==> config.mk <==
export PLATFORM = sky130hd
export DESIGN_NAME = spi_byte_if_flat
export DESIGN_NICKNAME = d
export VERILOG_FILES = /design/src/rtl/spi_acl2_pkg.sv /design/src/rtl/spi_byte_if_if.sv /design/src/rtl/spi_sclk_gen.sv /design/src/rtl/spi_byte_if.sv /design/src/flat_wrapper.sv
export SDC_FILE = /design/constraint.sdc
export NUM_CORES = 1
export LEC_CHECK = 0
export BUFFER_PORTS_ARGS = -buffer_cell sky130_fd_sc_hd__buf_4
export CAP_MARGIN = 10
export CELL_PAD_IN_SITES_DETAIL_PLACEMENT = 1
export CELL_PAD_IN_SITES_GLOBAL_PLACEMENT = 1
export CORE_MARGIN = 5
export CORE_UTILIZATION = 40
export DETAILED_ROUTE_END_ITERATION = 7
export GPL_ROUTABILITY_DRIVEN = 0
export PLACE_DENSITY_LB_ADDON = 0.1
export SYNTH_ARGS = -nofsm -noshare
export SYNTH_HDL_FRONTEND = slang
export SYNTH_HIERARCHICAL = 1
export SYNTH_SLANG_ARGS = --single-unit
==> constraint.sdc <==
create_clock -name clk -period 3.7 [get_ports clk]
set_input_delay 0.555 -clock clk [delete_from_list [all_inputs] [get_ports clk]]
set_output_delay 0.555 -clock clk [all_outputs]
set_load 0.02 [all_outputs]
==> src/rtl/spi_acl2_pkg.sv <==
// -----------------------------------------------------------------------------
// spi_acl2_pkg
// Shared definitions for the byte-level SPI engine that sits between the
// ADXL362 transaction controller and the SPI pins.
//   - state_t      : FSM state encoding of spi_byte_if
//   - SPI_CPOL/CPHA: SPI mode 0 (clock idles low, sample on leading edge)
//   - DEF_*        : default timing in clk cycles (100 MHz clk -> 1 MHz SCLK)
//   - TMR_W        : width of the CS setup/hold/min-high timer
// -----------------------------------------------------------------------------
package spi_acl2_pkg;

   typedef enum logic [2:0] {
      ST_IDLE,
      ST_SETUP,
      ST_SHIFT,
      ST_BYTE_END,
      ST_GAP,
      ST_HOLD,
      ST_CS_HI
   } state_t;

   localparam logic SPI_CPOL = 1'b0;
   localparam logic SPI_CPHA = 1'b0;

   localparam int DEF_CLK_DIV   = 50;
   localparam int DEF_CS_SETUP  = 10;
   localparam int DEF_CS_HOLD   = 10;
   localparam int DEF_CS_MIN_HI = 20;

   localparam int TMR_W = 16;

endpackage

==> src/rtl/spi_byte_if_if.sv <==
// -----------------------------------------------------------------------------
// spi_byte_if_if
// Byte handshake between the transaction controller (master modport) and the
// SPI byte engine (slave modport).
//   begin_transmission  level, high keeps the CS frame open and sends bytes
//   send_data[7:0]      byte to transmit, sampled at byte start
//   end_transmission    one-clk pulse, byte complete and received_data valid
//   received_data[7:0]  last byte shifted in from miso
//   busy                high from frame start until the CS min-high time ends
// -----------------------------------------------------------------------------
interface spi_byte_if_if;
   logic       begin_transmission;
   logic [7:0] send_data;
   logic       end_transmission;
   logic [7:0] received_data;
   logic       busy;

   modport master (
      output begin_transmission, send_data,
      input  end_transmission, received_data, busy
   );

   modport slave (
      input  begin_transmission, send_data,
      output end_transmission, received_data, busy
   );
endinterface

==> src/rtl/spi_sclk_gen.sv <==
// -----------------------------------------------------------------------------
// spi_sclk_gen
// Half-period counter for one SPI byte. While i_run is high it produces a
// strobe every CLK_DIV clk cycles, alternating rise/fall, starting with the
// low phase. All counters clear whenever i_run is low, so every byte starts
// from a fresh count.
//   clk, rst     system clock, synchronous active-high reset
//   i_run        count enable (high for the whole SHIFT phase)
//   o_rise_stb   SCLK should go high on this clk edge
//   o_fall_stb   SCLK should go low on this clk edge
//   o_bit_done   coincides with the fall strobe of the 8th bit
// -----------------------------------------------------------------------------
module spi_sclk_gen
   import spi_acl2_pkg::*;
#(
   parameter int CLK_DIV = DEF_CLK_DIV
) (
   input  logic clk,
   input  logic rst,
   input  logic i_run,
   output logic o_rise_stb,
   output logic o_fall_stb,
   output logic o_bit_done
);

   localparam int CW = (CLK_DIV > 1) ? $clog2(CLK_DIV) : 1;

   logic [CW-1:0] r_cnt;
   logic          r_phase;   // 0 = SCLK low phase, 1 = SCLK high phase
   logic [2:0]    r_bits;
   logic          w_edge;

   assign w_edge     = i_run && (r_cnt == CW'(CLK_DIV - 1));
   assign o_rise_stb = w_edge && !r_phase;
   assign o_fall_stb = w_edge && r_phase;
   assign o_bit_done = o_fall_stb && (r_bits == 3'd7);

   always_ff @(posedge clk) begin
      if (rst || !i_run) begin
         r_cnt   <= '0;
         r_phase <= 1'b0;
         r_bits  <= '0;
      end else if (w_edge) begin
         r_cnt   <= '0;
         r_phase <= ~r_phase;
         if (r_phase) r_bits <= r_bits + 3'd1;
      end else begin
         r_cnt <= r_cnt + CW'(1);
      end
   end

endmodule

==> src/rtl/spi_byte_if.sv <==
// -----------------------------------------------------------------------------
// spi_byte_if
// Byte-level SPI mode-0 engine. Opens a CS frame when begin_transmission is
// seen in IDLE, shifts bytes MSB-first on mosi while capturing miso, pulses
// end_transmission per byte and keeps the frame open for as long as the
// controller holds begin_transmission. All outputs are registered.
//   clk, rst      system clock, synchronous active-high reset
//   ifc (slave)   begin_transmission, send_data, end_transmission,
//                 received_data, busy
//   chip_select   SPI CS (1 = idle)
//   sclk          SPI clock, idles low
//   mosi / miso   serial data out / in
// Build option SPI_MISO_SYNC_EN: miso goes through a 2-FF synchronizer and is
// captured 2 clk after the SCLK rise (needs CLK_DIV >= 3).
// -----------------------------------------------------------------------------
module spi_byte_if
   import spi_acl2_pkg::*;
#(
   parameter int CLK_DIV   = DEF_CLK_DIV,
   parameter int CS_SETUP  = DEF_CS_SETUP,
   parameter int CS_HOLD   = DEF_CS_HOLD,
   parameter int CS_MIN_HI = DEF_CS_MIN_HI
) (
   input  logic         clk,
   input  logic         rst,
   spi_byte_if_if.slave ifc,
   output logic         chip_select,
   output logic         sclk,
   output logic         mosi,
   input  logic         miso
);

   state_t           r_state, w_state_nxt;
   logic [TMR_W-1:0] r_tmr;
   logic             w_tmr_done;
   logic             w_run, w_rise, w_fall, w_bit_done;
   logic             w_cap_edge, w_samp, w_miso, w_load;
   logic [6:0]       r_tx_sr;   // bits still to send after the one on mosi
   logic [7:0]       r_rx_sr, r_rx_data;
   logic             r_cs, r_sclk, r_mosi, r_end, r_busy;

   assign w_run = (r_state == ST_SHIFT);

   spi_sclk_gen #(.CLK_DIV(CLK_DIV)) u_sclk_gen (
      .clk        (clk),
      .rst        (rst),
      .i_run      (w_run),
      .o_rise_stb (w_rise),
      .o_fall_stb (w_fall),
      .o_bit_done (w_bit_done)
   );

   // Mode 0 samples on the leading (rising) SCLK edge.
   assign w_cap_edge = (SPI_CPHA == 1'b0) ? w_rise : w_fall;

`ifdef SPI_MISO_SYNC_EN
   logic [1:0] r_miso_sync, r_cap_d;
   always_ff @(posedge clk) begin
      r_miso_sync <= {r_miso_sync[0], miso};
      if (rst) r_cap_d <= '0;
      else     r_cap_d <= {r_cap_d[0], w_cap_edge};
   end
   // Delaying the capture strobe by the synchronizer depth keeps the sample
   // aligned with the miso value present at the SCLK rise.
   assign w_miso = r_miso_sync[1];
   assign w_samp = r_cap_d[1];
`else
   assign w_miso = miso;
   assign w_samp = w_cap_edge;
`endif

   // A byte is loaded either when a frame opens or when the controller keeps
   // the frame going after the GAP cycle.
   assign w_load = ifc.begin_transmission && ((r_state == ST_IDLE) || (r_state == ST_GAP));

   always_ff @(posedge clk) begin
      if (rst) r_state <= ST_IDLE;
      else     r_state <= w_state_nxt;
   end

   always_comb begin
      w_state_nxt = r_state;
      w_tmr_done  = 1'b0;
      unique case (r_state)
         ST_IDLE:     if (ifc.begin_transmission) w_state_nxt = ST_SETUP;
         ST_SETUP: begin
            w_tmr_done = (r_tmr == TMR_W'(CS_SETUP - 1));
            if (w_tmr_done) w_state_nxt = ST_SHIFT;
         end
         ST_SHIFT:    if (w_bit_done) w_state_nxt = ST_BYTE_END;
         ST_BYTE_END: w_state_nxt = ST_GAP;
         ST_GAP:      w_state_nxt = ifc.begin_transmission ? ST_SHIFT : ST_HOLD;
         ST_HOLD: begin
            w_tmr_done = (r_tmr == TMR_W'(CS_HOLD - 1));
            if (w_tmr_done) w_state_nxt = ST_CS_HI;
         end
         ST_CS_HI: begin
            w_tmr_done = (r_tmr == TMR_W'(CS_MIN_HI - 1));
            if (w_tmr_done) w_state_nxt = ST_IDLE;
         end
         default:     w_state_nxt = ST_IDLE;
      endcase
   end

   // Timer restarts on every state change and only runs in the timed states.
   always_ff @(posedge clk) begin
      if (rst || (w_state_nxt != r_state))
         r_tmr <= '0;
      else if ((r_state == ST_SETUP) || (r_state == ST_HOLD) || (r_state == ST_CS_HI))
         r_tmr <= r_tmr + TMR_W'(1);
   end

   always_ff @(posedge clk) begin
      if (rst) begin
         r_cs      <= 1'b1;
         r_sclk    <= SPI_CPOL;
         r_mosi    <= 1'b0;
         r_end     <= 1'b0;
         r_rx_data <= 8'h00;
         r_busy    <= 1'b0;
      end else begin
         r_end <= w_bit_done;
         if (w_bit_done) r_rx_data <= r_rx_sr;

         if (w_rise)      r_sclk <= 1'b1;
         else if (w_fall) r_sclk <= 1'b0;

         // mosi keeps the last bit after the 8th fall until the next load.
         if (w_load)                     r_mosi <= ifc.send_data[7];
         else if (w_fall && !w_bit_done) r_mosi <= r_tx_sr[6];

         if ((r_state == ST_IDLE) && ifc.begin_transmission) begin
            r_cs   <= 1'b0;
            r_busy <= 1'b1;
         end
         if ((r_state == ST_HOLD) && w_tmr_done)  r_cs   <= 1'b1;
         if ((r_state == ST_CS_HI) && w_tmr_done) r_busy <= 1'b0;
      end
   end

   always_ff @(posedge clk) begin
      if (w_load)                     r_tx_sr <= ifc.send_data[6:0];
      else if (w_fall && !w_bit_done) r_tx_sr <= {r_tx_sr[5:0], 1'b0};
      if (w_samp) r_rx_sr <= {r_rx_sr[6:0], w_miso};
   end

   assign chip_select          = r_cs;
   assign sclk                 = r_sclk;
   assign mosi                 = r_mosi;
   assign ifc.end_transmission = r_end;
   assign ifc.received_data    = r_rx_data;
   assign ifc.busy             = r_busy;

endmodule

==> src/flat_wrapper.sv <==
// flat-port wrapper written by rule: the top's interface ports become plain ports
module spi_byte_if_flat import spi_acl2_pkg::*;
#(
   parameter int CLK_DIV   = DEF_CLK_DIV,
   parameter int CS_SETUP  = DEF_CS_SETUP,
   parameter int CS_HOLD   = DEF_CS_HOLD,
   parameter int CS_MIN_HI = DEF_CS_MIN_HI
)
  (clk, rst, chip_select, sclk, mosi, miso, ifc_begin_transmission, ifc_send_data, ifc_end_transmission, ifc_received_data, ifc_busy);
  spi_byte_if_if ifc_i ();
  input  logic clk;
  input  logic rst;
  output logic chip_select;
  output logic sclk;
  output logic mosi;
  input  logic miso;
  input wire logic [$bits(ifc_i.begin_transmission)-1:0] ifc_begin_transmission;
  input wire logic [$bits(ifc_i.send_data)-1:0] ifc_send_data;
  output wire logic [$bits(ifc_i.end_transmission)-1:0] ifc_end_transmission;
  output wire logic [$bits(ifc_i.received_data)-1:0] ifc_received_data;
  output wire logic [$bits(ifc_i.busy)-1:0] ifc_busy;
  assign ifc_i.begin_transmission = ifc_begin_transmission;
  assign ifc_i.send_data = ifc_send_data;
  assign ifc_end_transmission = ifc_i.end_transmission;
  assign ifc_received_data = ifc_i.received_data;
  assign ifc_busy = ifc_i.busy;
  spi_byte_if #(.CLK_DIV(CLK_DIV), .CS_SETUP(CS_SETUP), .CS_HOLD(CS_HOLD), .CS_MIN_HI(CS_MIN_HI)) u_core (.clk(clk), .rst(rst), .ifc(ifc_i), .chip_select(chip_select), .sclk(sclk), .mosi(mosi), .miso(miso));
endmodule
-- Word level (Yosys, flattened, before mapping)
Index checks and enable logic that the tools add are counted.
- register bits after elaboration: 57
- output and inout port bits: 13
- bitwise gates (word level): 1
- reductions and logical operators: 25
- $add $sub $neg: 3
- multiplexer cells: 14
- eq/ne operators: 11
- operators with widths (kind ; number):
    case mux 3 bit (7 select lines) ; 1
    two-way mux 3 bit ; 6
    adder 16 x 1 -> 16 bit (second input constant) ; 1
    == test 16 x 4 -> 1 bit (second input constant) ; 1
    == test 16 x 5 -> 1 bit (second input constant) ; 1
    two-way mux 7 bit ; 2
    == test 3 bit (second input constant) ; 4
    logical AND 1 bit ; 9
    OR reduction 2 bit ; 4
    adder 6 x 1 -> 6 bit (second input constant) ; 1
    == test 3 x 2 -> 1 bit (second input constant) ; 2
    == test 6 bit (second input constant) ; 1
    logical OR 1 bit ; 5
    two-way mux 1 bit ; 4
    nonzero test 2 bit ; 2
    adder 3 x 1 -> 3 bit (second input constant) ; 1
    == test 3 x 1 -> 1 bit (second input constant) ; 1
    logical NOT 1 bit ; 3
    logical NOT 3 bit ; 1
    inequality test 3 bit ; 1
    case mux 1 bit (2 select lines) ; 1
    AND reduction 2 bit ; 1
    NOT 1 bit ; 1

-- Depth between registers and ports, before layout
Gate-level depths: netlist (run 1).
- depth in word-level cells: 8
- gate-level depth with buffers: 11
- depth with buffers taken out: 10

-- Cells and area by module
Netlist (run 1), hierarchy kept.
- modules (own cells, without submodules) (module ; cells each ; sequential area each (um2) ; instances ; area each (um2)):
    spi_byte_if ; 192 ; 1091.0 ; 1 ; 2089.5
    spi_sclk_gen ; 51 ; 200.2 ; 1 ; 476.7

-- Least setup slack after synthesis (run 1)
No wires, ideal clock.
- path kind: register -> register
- from: reg u_core.r_state[1]
- to: reg u_core.r_tx_sr[0], enable pin
- path slack: 1.132 ns
- data arrival time: 2.253 ns
- required time: 3.385 ns
- path buffers: 2
- cell stages (with the launch flop): 8
- cells stage by stage: dfxtp_1 -> clkbuf_1 -> nor3b_1 -> nand3_1 -> nor2_1 -> and2_1 -> buf_1 -> o22ai_1
- word-level cells in the longest chain between the ends: 7
- elaborated cells on any way between the ends: 11
- classes of those cells: 2 x eq/ne; 9 x reduce/logical
- RTL lines (what ; RTL line ; text):
    start: declaration ; spi_byte_if.sv:33 ; state_t r_state, w_state_nxt;
    start signal: assignment ; spi_byte_if.sv:78 ; else r_state <= w_state_nxt;
    == test 3 x 2 -> 1 bit ; spi_byte_if.sv:42 ; assign w_run = (r_state == ST_SHIFT);
    named net u_core.w_run ; spi_byte_if.sv:36 ; logic w_run, w_rise, w_fall, w_bit_done;
    logical AND 1 bit ; spi_sclk_gen.sv:33 ; assign w_edge = i_run && (r_cnt == CW'(CLK_DIV - 1));
    logical AND 1 bit ; spi_sclk_gen.sv:35 ; assign o_fall_stb = w_edge && r_phase;
    named net u_core.w_fall ; spi_byte_if.sv:36 ;
    logical AND 1 bit ; spi_sclk_gen.sv:36 ; assign o_bit_done = o_fall_stb && (r_bits == 3'd7);
    named net u_core.w_bit_done ; spi_byte_if.sv:36 ;
    logical NOT 1 bit ; spi_byte_if.sv:143 ; else if (w_fall && !w_bit_done) r_tx_sr <= {r_tx_sr[5:0], 1'b0};
    logical AND 1 bit ; spi_byte_if.sv:143 ;
    nonzero test 2 bit (no line) ; -- ;
    end signal: assignment ; spi_byte_if.sv:142 ; if (w_load) r_tx_sr <= ifc.send_data[6:0];
    end signal: assignment ; spi_byte_if.sv:143 ;
    end: declaration ; spi_byte_if.sv:38 ; logic [6:0] r_tx_sr;
The timed path passes the listed nets, and every way through them passes these cells.
A chain may end at the register's enable or synchronous reset.

-- Worst setup path in the final report (run 1)
- from: reg u_core.r_state[1]
- to: reg u_core.r_tmr[12]
- word-level cells in the longest chain between the ends: 8
- elaborated cells on any way between the ends: 20
- classes of those cells: 7 x eq/ne; 6 x mux; 7 x reduce/logical
- RTL lines (what ; RTL line ; text):
    == test 3 x 2 -> 1 bit ; spi_byte_if.sv:42 ;
    named net u_core.w_run ; spi_byte_if.sv:36 ;
    logical AND 1 bit ; spi_sclk_gen.sv:33 ;
    logical AND 1 bit ; spi_sclk_gen.sv:35 ;
    named net u_core.w_fall ; spi_byte_if.sv:36 ;
    logical AND 1 bit ; spi_sclk_gen.sv:36 ;
    named net u_core.w_bit_done ; spi_byte_if.sv:36 ;
    two-way mux 3 bit ; spi_byte_if.sv:90 ; ST_SHIFT: if (w_bit_done) w_state_nxt = ST_BYTE_END;
    case mux 3 bit (7 select lines) ; spi_byte_if.sv:84 ; unique case (r_state)
    inequality test 3 bit ; spi_byte_if.sv:107 ; if (rst || (w_state_nxt != r_state))
    logical OR 1 bit ; spi_byte_if.sv:107 ;
    end signal: assignment ; spi_byte_if.sv:110 ; r_tmr <= r_tmr + TMR_W'(1);
    end: declaration ; spi_byte_if.sv:34 ; logic [TMR_W-1:0] r_tmr;
The timed path passes the listed nets, and every way through them passes these cells.

==> impl_results.md, run 1 <==
- Final setup vio count: 0
- Total negative slack: 0 ns
- Reg power frac: 54.3%
- Final core utilization: 47.2%
- 1st-iter DRT viols: 36
- Area share of the largest cell type after synthesis: 32.8%
- Antenna diodes: 0
- Synth area leader: dfxtp_1
- PwrDens: 411 nW/µm²
- Combinational share of power: 5.3%
- Final hold slack: 0.404 ns
- Worst skew pair latency: 0.33 ns
- Post-CTS setup buffers: 0
- # port buffers: 24
- Max_slew headroom: 56.2%
- Global-route wire length before repair: 8710 µm
- CP Cell Sequence: nor3b_1 > nand3_1 > nor2_1 > and2_1 > nor2b_1 > o21ai_0 > o311ai_0 > a211o_4 > nor2_1
- First-pass DRT Iterations: 4
- Post-layout nets: 290
- Worst R2R Setup Slack: 1.19 ns
- Detail Route Antenna Nets: 0
- Final non-filler cell total: 354
- CP Capture Type: register
- Peak supply drop: 0.198 mV
- P_int: 0.938 mW
- Setup Skew: 0.00405 ns
- Maximum number of pins on one net before global-route repair: 17
- GRT Total Usage: 13.2%
- Antenna violations before repair: 0
- Hold buffer count at CTS: 0
- Max Freq: 398 MHz
- DRC viols: 0
- Max incr delay on CP: 0.62 ns
- Hold_sp: miso
- CP Max Fanout: 16
- Worst-margin pin slew: 0.657 ns
- Sw Pwr: 0.279 mW
- H-tree depth: 3
- Avg Cell Area, Syn: 10.6 µm²
- Ports: 25
- R2r startpoint: u_core/r_state[1]$_SDFF_PP0_
- WP data required: 3.91 ns
- Status: finished clean
- Crit-path most repeated cell: nor2_1
- RSZ-0062 raised after global routing: no
- Worst r2r dst: u_core/r_tmr[12]$_SDFFE_PP0N_
- Hold Path Depth: 1
- Startpoint type of the worst setup path: register
- Pre-CTS setup slack: 1.17 ns
- Final min period: 2.51 ns
- Max_cap viols: 0
- Site Rows: 29
- Vias after detailed routing: 1807
- Syn Inst Count: 243
- Core area: 6280 µm²
- EDFF count, synth: 15
- Syn-to-layout area delta: 15.5%
- Filler Cell Count: 702
- Clock-pin slew on the worst setup and hold paths: 0.06 ns
- Netlist cell types: 50
- Leak pwr: 1.05 nW
- Post-route setup slack: 1.19 ns
- Die Area: 8120 µm²
- HPWL Detailed: 3470 µm
- Cell area after synthesis: 2570 µm²
- Starting Density: 40.9%
- Reg2Reg Depth: 9
- Post-synth net total: 261
- Die Wd: 90.1 µm
- Final wirelength: 5110 µm
- Die height: 90.1 µm
- Seq/Total Area, Yosys: 50.3%
- Prevailing post-synth register cell: dfxtp_1
- Fin. Hold Viols: 0
- Post_cts resized: 0
- Clock root buffer: clkbuf_8
- Power share of the clock group: 40.4%
- Critical path's slowest cell: dfxtp_1
- Yosys warns: 6
- CTS tree: done
- Clk sinks: 57
- Worst path arrival time: 2.72 ns
- Synth top area cells: dfxtp_1 33%, edfxtp_1 18%, nor2_1 3.8%
- Vias in the first global route: 1788
- Clock Path Buffers: 2
- Total CTS buffers: 9
- DR WL/cell: 14.4 µm
- WS Path Type: register to register
- Slew Limit Fails: 0
- Sw frac: 23.0%
- #FFs+latches synth: 57
- Final worst path period share: 68.0%
- Hold endpoint: u_core/r_rx_sr[0]$_DFFE_PP_
- Post-synthesis async set-or-reset flop share: 0%
- GR Overflow Total: 0
- Via density: 5.10
- Type of the most critical hold path: input pin to register
- Layout cells sized above 1: 23.8%
- Placed Cells: 338
## cell usage after synthesis (all sizes together) (2+ instances only)
| cell | number |
|---|---|
| a21o | 2 |
| a21oi | 13 |
| and2 | 3 |
| and3 | 3 |
| and3b | 2 |
| and4 | 2 |
| buf | 5 |
| clkbuf | 2 |
| dfxtp | 42 |
| edfxtp | 15 |
| ha | 6 |
| inv | 6 |
| mux2 | 6 |
| mux2i | 8 |
| nand2 | 10 |
| nand2b | 2 |
| nand3 | 8 |
| nand3b | 3 |
| nand4 | 7 |
| nor2 | 38 |
| nor2b | 4 |
| nor3 | 4 |
| nor4 | 3 |
| o2111ai | 2 |
| o21ai | 12 |
| or3 | 3 |
| xnor2 | 10 |
| xor2 | 9 |
## metal layers
layer	wire [µm]	track usage, %	up-vias
met5	0	0	-
met4	72	6.82	0
met3	233	4.42	7
met2	2260	19.4	30
met1	2540	17.0	849
li1	-	-	921
## stage by stage
stage	area (µm²)	power, mW
after CTS	2960	1.24
after floorplan	2570	0.719
after detailed placement	2800	0.741
final	2960	1.22
after global routing	2960	1.27
after global placement	2800	0.739
## sequential cells by signal (all words and copies together) (netlist names)
register and count:
u_core/r_rx_sr 8, u_core/u_sclk_gen/r_bits 3, u_core/r_state 3, u_core/r_tx_sr 7
u_core/u_sclk_gen/r_phase 1, u_core/r_tmr 16, u_core/chip_select 1, u_core/sclk 1
u_core/u_sclk_gen/r_cnt 6, u_core/ifc.received_data 8, u_core/ifc.end_transmission 1, u_core/mosi 1
u_core/ifc.busy 1
## layout by cell type, fill, tap and decap left out, types with 3 or more instances in the layout
master / count
nor2b_1: 3
nand3b_1: 3
nor2_2: 11
o21ai_0: 12
clkinv_2: 3
inv_1: 6
a21oi_1: 13
xor2_1: 9
nand4_1: 7
nand3_1: 8
dfxtp_1: 42
and2_1: 3
clkbuf_8: 10
mux2_2: 6
nor2_1: 26
ha_1: 6
buf_4: 25
edfxtp_1: 15
or3_1: 3
xnor2_1: 10
nand2_1: 10
mux2i_1: 8
and3_1: 3
## layout make-up
class	count	area (µm²)	area share, %
clock inverter	4	18.8	0.633
multi-input combinational	173	1200	40.6
inverter	6	22.5	0.760
tap	77	96.3	3.25
sequential	57	1290	43.6
timing repair buffer	25	188	6.33
clock buffer	12	145	4.90
## worst max path at each step
stage,start,to,cells after the start
2_1_floorplan,u_core/r_state[1]$_SDFF_PP0_,u_core/r_tx_sr[0]$_SDFFCE_PN0P_,7
3_3_place_gp,u_core/r_state[1]$_SDFF_PP0_,u_core/r_tmr[14]$_SDFFE_PP0N_,9
3_5_place_dp,u_core/r_state[1]$_SDFF_PP0_,u_core/r_tmr[12]$_SDFFE_PP0N_,9
4_1_cts,u_core/r_state[1]$_SDFF_PP0_,u_core/r_tmr[12]$_SDFFE_PP0N_,9
5_1_grt,u_core/r_state[1]$_SDFF_PP0_,u_core/r_tmr[12]$_SDFFE_PP0N_,9
6_report,u_core/r_state[1]$_SDFF_PP0_,u_core/r_tmr[12]$_SDFFE_PP0N_,9
## critical path, delay by kind of cell, from the launching register on
kind,cells,cell delay (ns)
AO/OA/AOI/OAI,3,0.54
flip-flops,1,0.62
AND/OR/NAND/NOR,6,1.23
## kinds of logic after synthesis
group	synth area share, %
and+or+nand+nor	22.6
muxes	5.75
AOI/OAI and AO/OA	9.12
buffers and inverters	2.83
adders and majority gates	2.93
DFF	50.3
xor gates and xnor gates	6.48
## power groups by stage
stage / logic [mW] / registers [mW] / clock network [mW]
after floorplan: 0.0455 / 0.674 / 0
after global placement: 0.0643 / 0.674 / 0
after detailed placement: 0.0664 / 0.675 / 0
after CTS: 0.0670 / 0.661 / 0.508
after global routing: 0.0713 / 0.662 / 0.537
final: 0.0648 / 0.661 / 0.492
Note: power is estimated with default switching activity, not from simulation.
==> inputs of run 2 (changes only) <==
--- a/config.mk
+++ b/config.mk
@@ -5,6 +5,7 @@
 export SDC_FILE = /design/constraint.sdc
 export NUM_CORES = 1
 export LEC_CHECK = 0
+export ABC_AREA = 1
 export BUFFER_PORTS_ARGS = -buffer_cell sky130_fd_sc_hd__buf_4
 export CAP_MARGIN = 10
 export CELL_PAD_IN_SITES_DETAIL_PLACEMENT = 1
==> constraint.sdc (replaced) <==
create_clock -name clk -period 2.6 [get_ports clk]
set_input_delay 0.39 -clock clk [delete_from_list [all_inputs] [get_ports clk]]
set_output_delay 0.39 -clock clk [all_outputs]
set_load 0.02 [all_outputs]
==> run 2 against run 1 <==
First-iteration DRC count grew 47%. Clock power grew 80%. Utilization grew 0.77 points. Largest power group unchanged. Worst hold slack lost 0.17 ns. Sequential power grew 41%. Count of clock-buffer cells in the layout shrank 1. Global-route usage grew 2.1 points. Register-to-register slack lost 0.70 ns. Synthesized area grew 6.4%. Critical path type unchanged.
==> impl_results.md, run 2 <==
- Leak pwr: 1.25 nW (was 1.05 nW)
- Filler Cell Count: 816 (was 702)
- Max_cap viols: 0 (unchanged)
- Final core utilization: 48.0% (was 47.2%)
- Clk sinks: 57 (unchanged)
- Peak supply drop: 0.279 mV (was 0.198 mV)
- Max Freq: 474 MHz (was 398 MHz)
- Fin. Hold Viols: 0 (unchanged)
- Post-CTS setup buffers: 0 (unchanged)
- Avg Cell Area, Syn: 8.03 µm² (was 10.6 µm²)
- GR Overflow Total: 0 (unchanged)
- Clock root buffer: clkbuf_8 (unchanged)
- Global-route wire length before repair: 10400 µm (was 8710 µm)
- RSZ-0062 raised after global routing: no (unchanged)
- HPWL Detailed: 4590 µm (was 3470 µm)
- P_int: 1.51 mW (was 0.938 mW)
- Sw frac: 21.5% (was 23.0%)
- Ports: 25 (unchanged)
- Top reg by flops: u_core/r_tmr (unchanged)
- Final non-filler cell total: 459 (was 354)
- Yosys warns: 6 (unchanged)
- Setup Skew: 0.00475 ns (was 0.00405 ns)
- Detail Route Antenna Nets: 0 (unchanged)
- Sw Pwr: 0.414 mW (was 0.279 mW)
- Worst skew pair latency: 0.33 ns (about the same)
- WP data required: 2.86 ns (was 3.91 ns)
- Final wirelength: 5860 µm (was 5110 µm)
- Netlist cell types: 29 (was 50)
- Final worst path period share: 81.2% (was 68.0%)
- Die height: 92.6 µm (was 90.1 µm)
- Startpoint type of the worst setup path: register (unchanged)
- Power share of the clock group: 46.0% (was 40.4%)
- Max_slew headroom: 71.1% (was 56.2%)
- Syn-to-layout area delta: 18.0% (was 15.5%)
- Hold buffer count at CTS: 0 (unchanged)
- CTS tree: done (unchanged)
- Site Rows: 30 (was 29)
- Antenna violations before repair: 0 (unchanged)
- Seq/Total Area, Yosys: 47.3% (was 50.3%)
- Most frequent cells in the layout: 71 x nor2_1, 51 x nand2_1, 44 x inv_1 (was 42 x dfxtp_1, 26 x nor2_1, 25 x buf_4)
- Number of flip-flops under the largest register name: 16 (unchanged)
- First-pass DRT Iterations: 4 (unchanged)
- Maximum number of pins on one net before global-route repair: 19 (was 17)
- Worst path arrival time: 2.37 ns (was 2.72 ns)
- Post-synthesis async set-or-reset flop share: 0% (unchanged)
- Clock-pin slew on the worst setup and hold paths: 0.07 ns (was 0.06 ns)
- CP Max Fanout: 16 (unchanged)
- DRC viols: 0 (unchanged)
- Synth area leader: dfxtp_1 (unchanged)
- Vias in the first global route: 2238 (was 1788)
- 1st-iter DRT viols: 53 (was 36)
- #FFs+latches synth: 57 (unchanged)
- Final min period: 2.11 ns (was 2.51 ns)
- Final hold slack: 0.236 ns (was 0.404 ns)
- Final setup vio count: 0 (unchanged)
- Worst-margin pin slew: 0.432 ns (was 0.657 ns)
- WS Path Type: register to register (unchanged)
- Starting Density: 40.7% (was 40.9%)
- Die Wd: 92.6 µm (was 90.1 µm)
- Placed Cells: 443 (was 338)
- GRT Total Usage: 15.3% (was 13.2%)
- Clock Path Buffers: 2 (unchanged)
- Post-layout nets: 392 (was 290)
- CP Capture Type: register (unchanged)
- Post-synth net total: 358 (was 261)
- Syn Inst Count: 340 (was 243)
- Reg power frac: 48.6% (was 54.3%)
- Total CTS buffers: 9 (unchanged)
- Synth top area cells: dfxtp_1 31%, edfxtp_1 16%, nor2_1 9.8% (was dfxtp_1 33%, edfxtp_1 18%, nor2_1 3.8%)
- PwrDens: 596 nW/µm² (was 411 nW/µm²)
- DR WL/cell: 12.8 µm (was 14.4 µm)
- # port buffers: 24 (unchanged)
- H-tree depth: 3 (unchanged)
- Die Area: 8580 µm² (was 8120 µm²)
- Antenna diodes: 0 (unchanged)
- Status: finished clean (unchanged)
- Combinational share of power: 5.4% (was 5.3%)
- Pre-CTS setup slack: 0.469 ns (was 1.17 ns)
- Post_cts resized: 0 (unchanged)
- Post-route setup slack: 0.489 ns (was 1.19 ns)
- Cell area after synthesis: 2730 µm² (was 2570 µm²)
- Layout cells sized above 1: 20.3% (was 23.8%)
- Commonest cells post-synth: 71 x nor2_1, 51 x nand2_1, 44 x inv_1 (was 42 x dfxtp_1, 26 x nor2_1, 15 x edfxtp_1)
- Prevailing post-synth register cell: dfxtp_1 (unchanged)
- Via density: 4.78 (was 5.10)
- Total negative slack: 0 ns (unchanged)
- Core area: 6720 µm² (was 6280 µm²)
- Slew Limit Fails: 0 (unchanged)
- Area share of the largest cell type after synthesis: 30.8% (was 32.8%)
- EDFF count, synth: 15 (unchanged)
- Most frequent cell after synthesis: nor2_1 (was dfxtp_1)
- Vias after detailed routing: 2196 (was 1807)
- Type of the most critical hold path: input pin to register (unchanged)
- Commonest non-fill, non-tap cell in the layout: nor2_1 (was dfxtp_1)
-- run 2: per-layer routing --
| layer | global-route usage [%] | vias to the layer above | wire, µm |
|---|---|---|---|
| met5 | 0 | - | 0 |
| met4 | 6.23 | 0 | 64 |
| met3 | 3.17 | 5 | 104 |
| met2 | 25.2 | 18 | 2850 |
| met1 | 19.4 | 1022 | 2840 |
| li1 | - | 1151 | - |
-- run 2: layout make-up --
type / count / area (µm²) / share of cell area [%]
Multi-Input combinational cell: 232 / 1240 / 38.4
Tap cell: 80 / 100 / 3.10
Inverter: 46 / 173 / 5.36
Clock inverter: 5 / 80.1 / 2.48
Clock buffer: 11 / 131 / 4.07
Timing Repair Buffer: 28 / 210 / 6.52
Sequential cell: 57 / 1290 / 40.0
-- run 2: logic make-up after synthesis --
| logic type | after synthesis | share of synthesized area (%) |
|---|---|---|
| AND/OR/NAND/NOR | 178 | 30.3 |
| flip-flops | 57 | 47.3 |
| buffers and inverters | 51 | 7.38 |
| AO/OA/AOI/OAI | 31 | 6.28 |
| XOR/XNOR | 10 | 3.21 |
| multiplexers | 7 | 2.84 |
| adder cells (fa/ha/maj) | 6 | 2.75 |
-- run 2: path summary, 6_finish.rpt --
kind / startpoint / cells past startpoint / endpoint / slack [ns]
hold reg to reg: u_core/r_rx_sr[1]$_DFFE_PP_ / 0 / u_core/r_rx_sr[2]$_DFFE_PP_ / 0.45
setup reg to reg: u_core/r_state[0]$_SDFF_PP0_ / 13 / u_core/r_tmr[15]$_SDFFE_PP0N_ / 0.49
setup / recovery: u_core/r_state[0]$_SDFF_PP0_ / 13 / u_core/r_tmr[15]$_SDFFE_PP0N_ / 0.49
hold / removal: miso / 1 / u_core/r_rx_sr[0]$_DFFE_PP_ / 0.24
-- run 2: power groups by stage --
stage	clock (mW)	combinational, mW	sequential (mW)
after detailed placement	0	0.105	0.954
after global placement	0	0.103	0.954
final	0.884	0.103	0.934
after floorplan	0	0.0653	0.957
after CTS	0.916	0.106	0.934
after global routing	0.971	0.115	0.935
-- run 2: critical path, stage by stage, from the launching register on --
cell and delay, ns:
dfxtp_1 0.35, inv_1 0.12, nand3_1 0.14, inv_1 0.10, nand2_1 0.08, nor2_4 0.17
nand3_4 0.12, nor2_1 0.14, inv_1 0.08, nor2_2 0.15, nor2_4 0.06, nand3_1 0.12
nand3_4 0.25, nor2_1 0.16
-- run 2: through the flow --
| stage | power, mW | instance area, µm² |
|---|---|---|
| after floorplan | 1.02 | 2730 |
| after global placement | 1.06 | 3010 |
| after detailed placement | 1.06 | 3010 |
| after CTS | 1.96 | 3220 |
| after global routing | 2.02 | 3220 |
| final | 1.92 | 3220 |
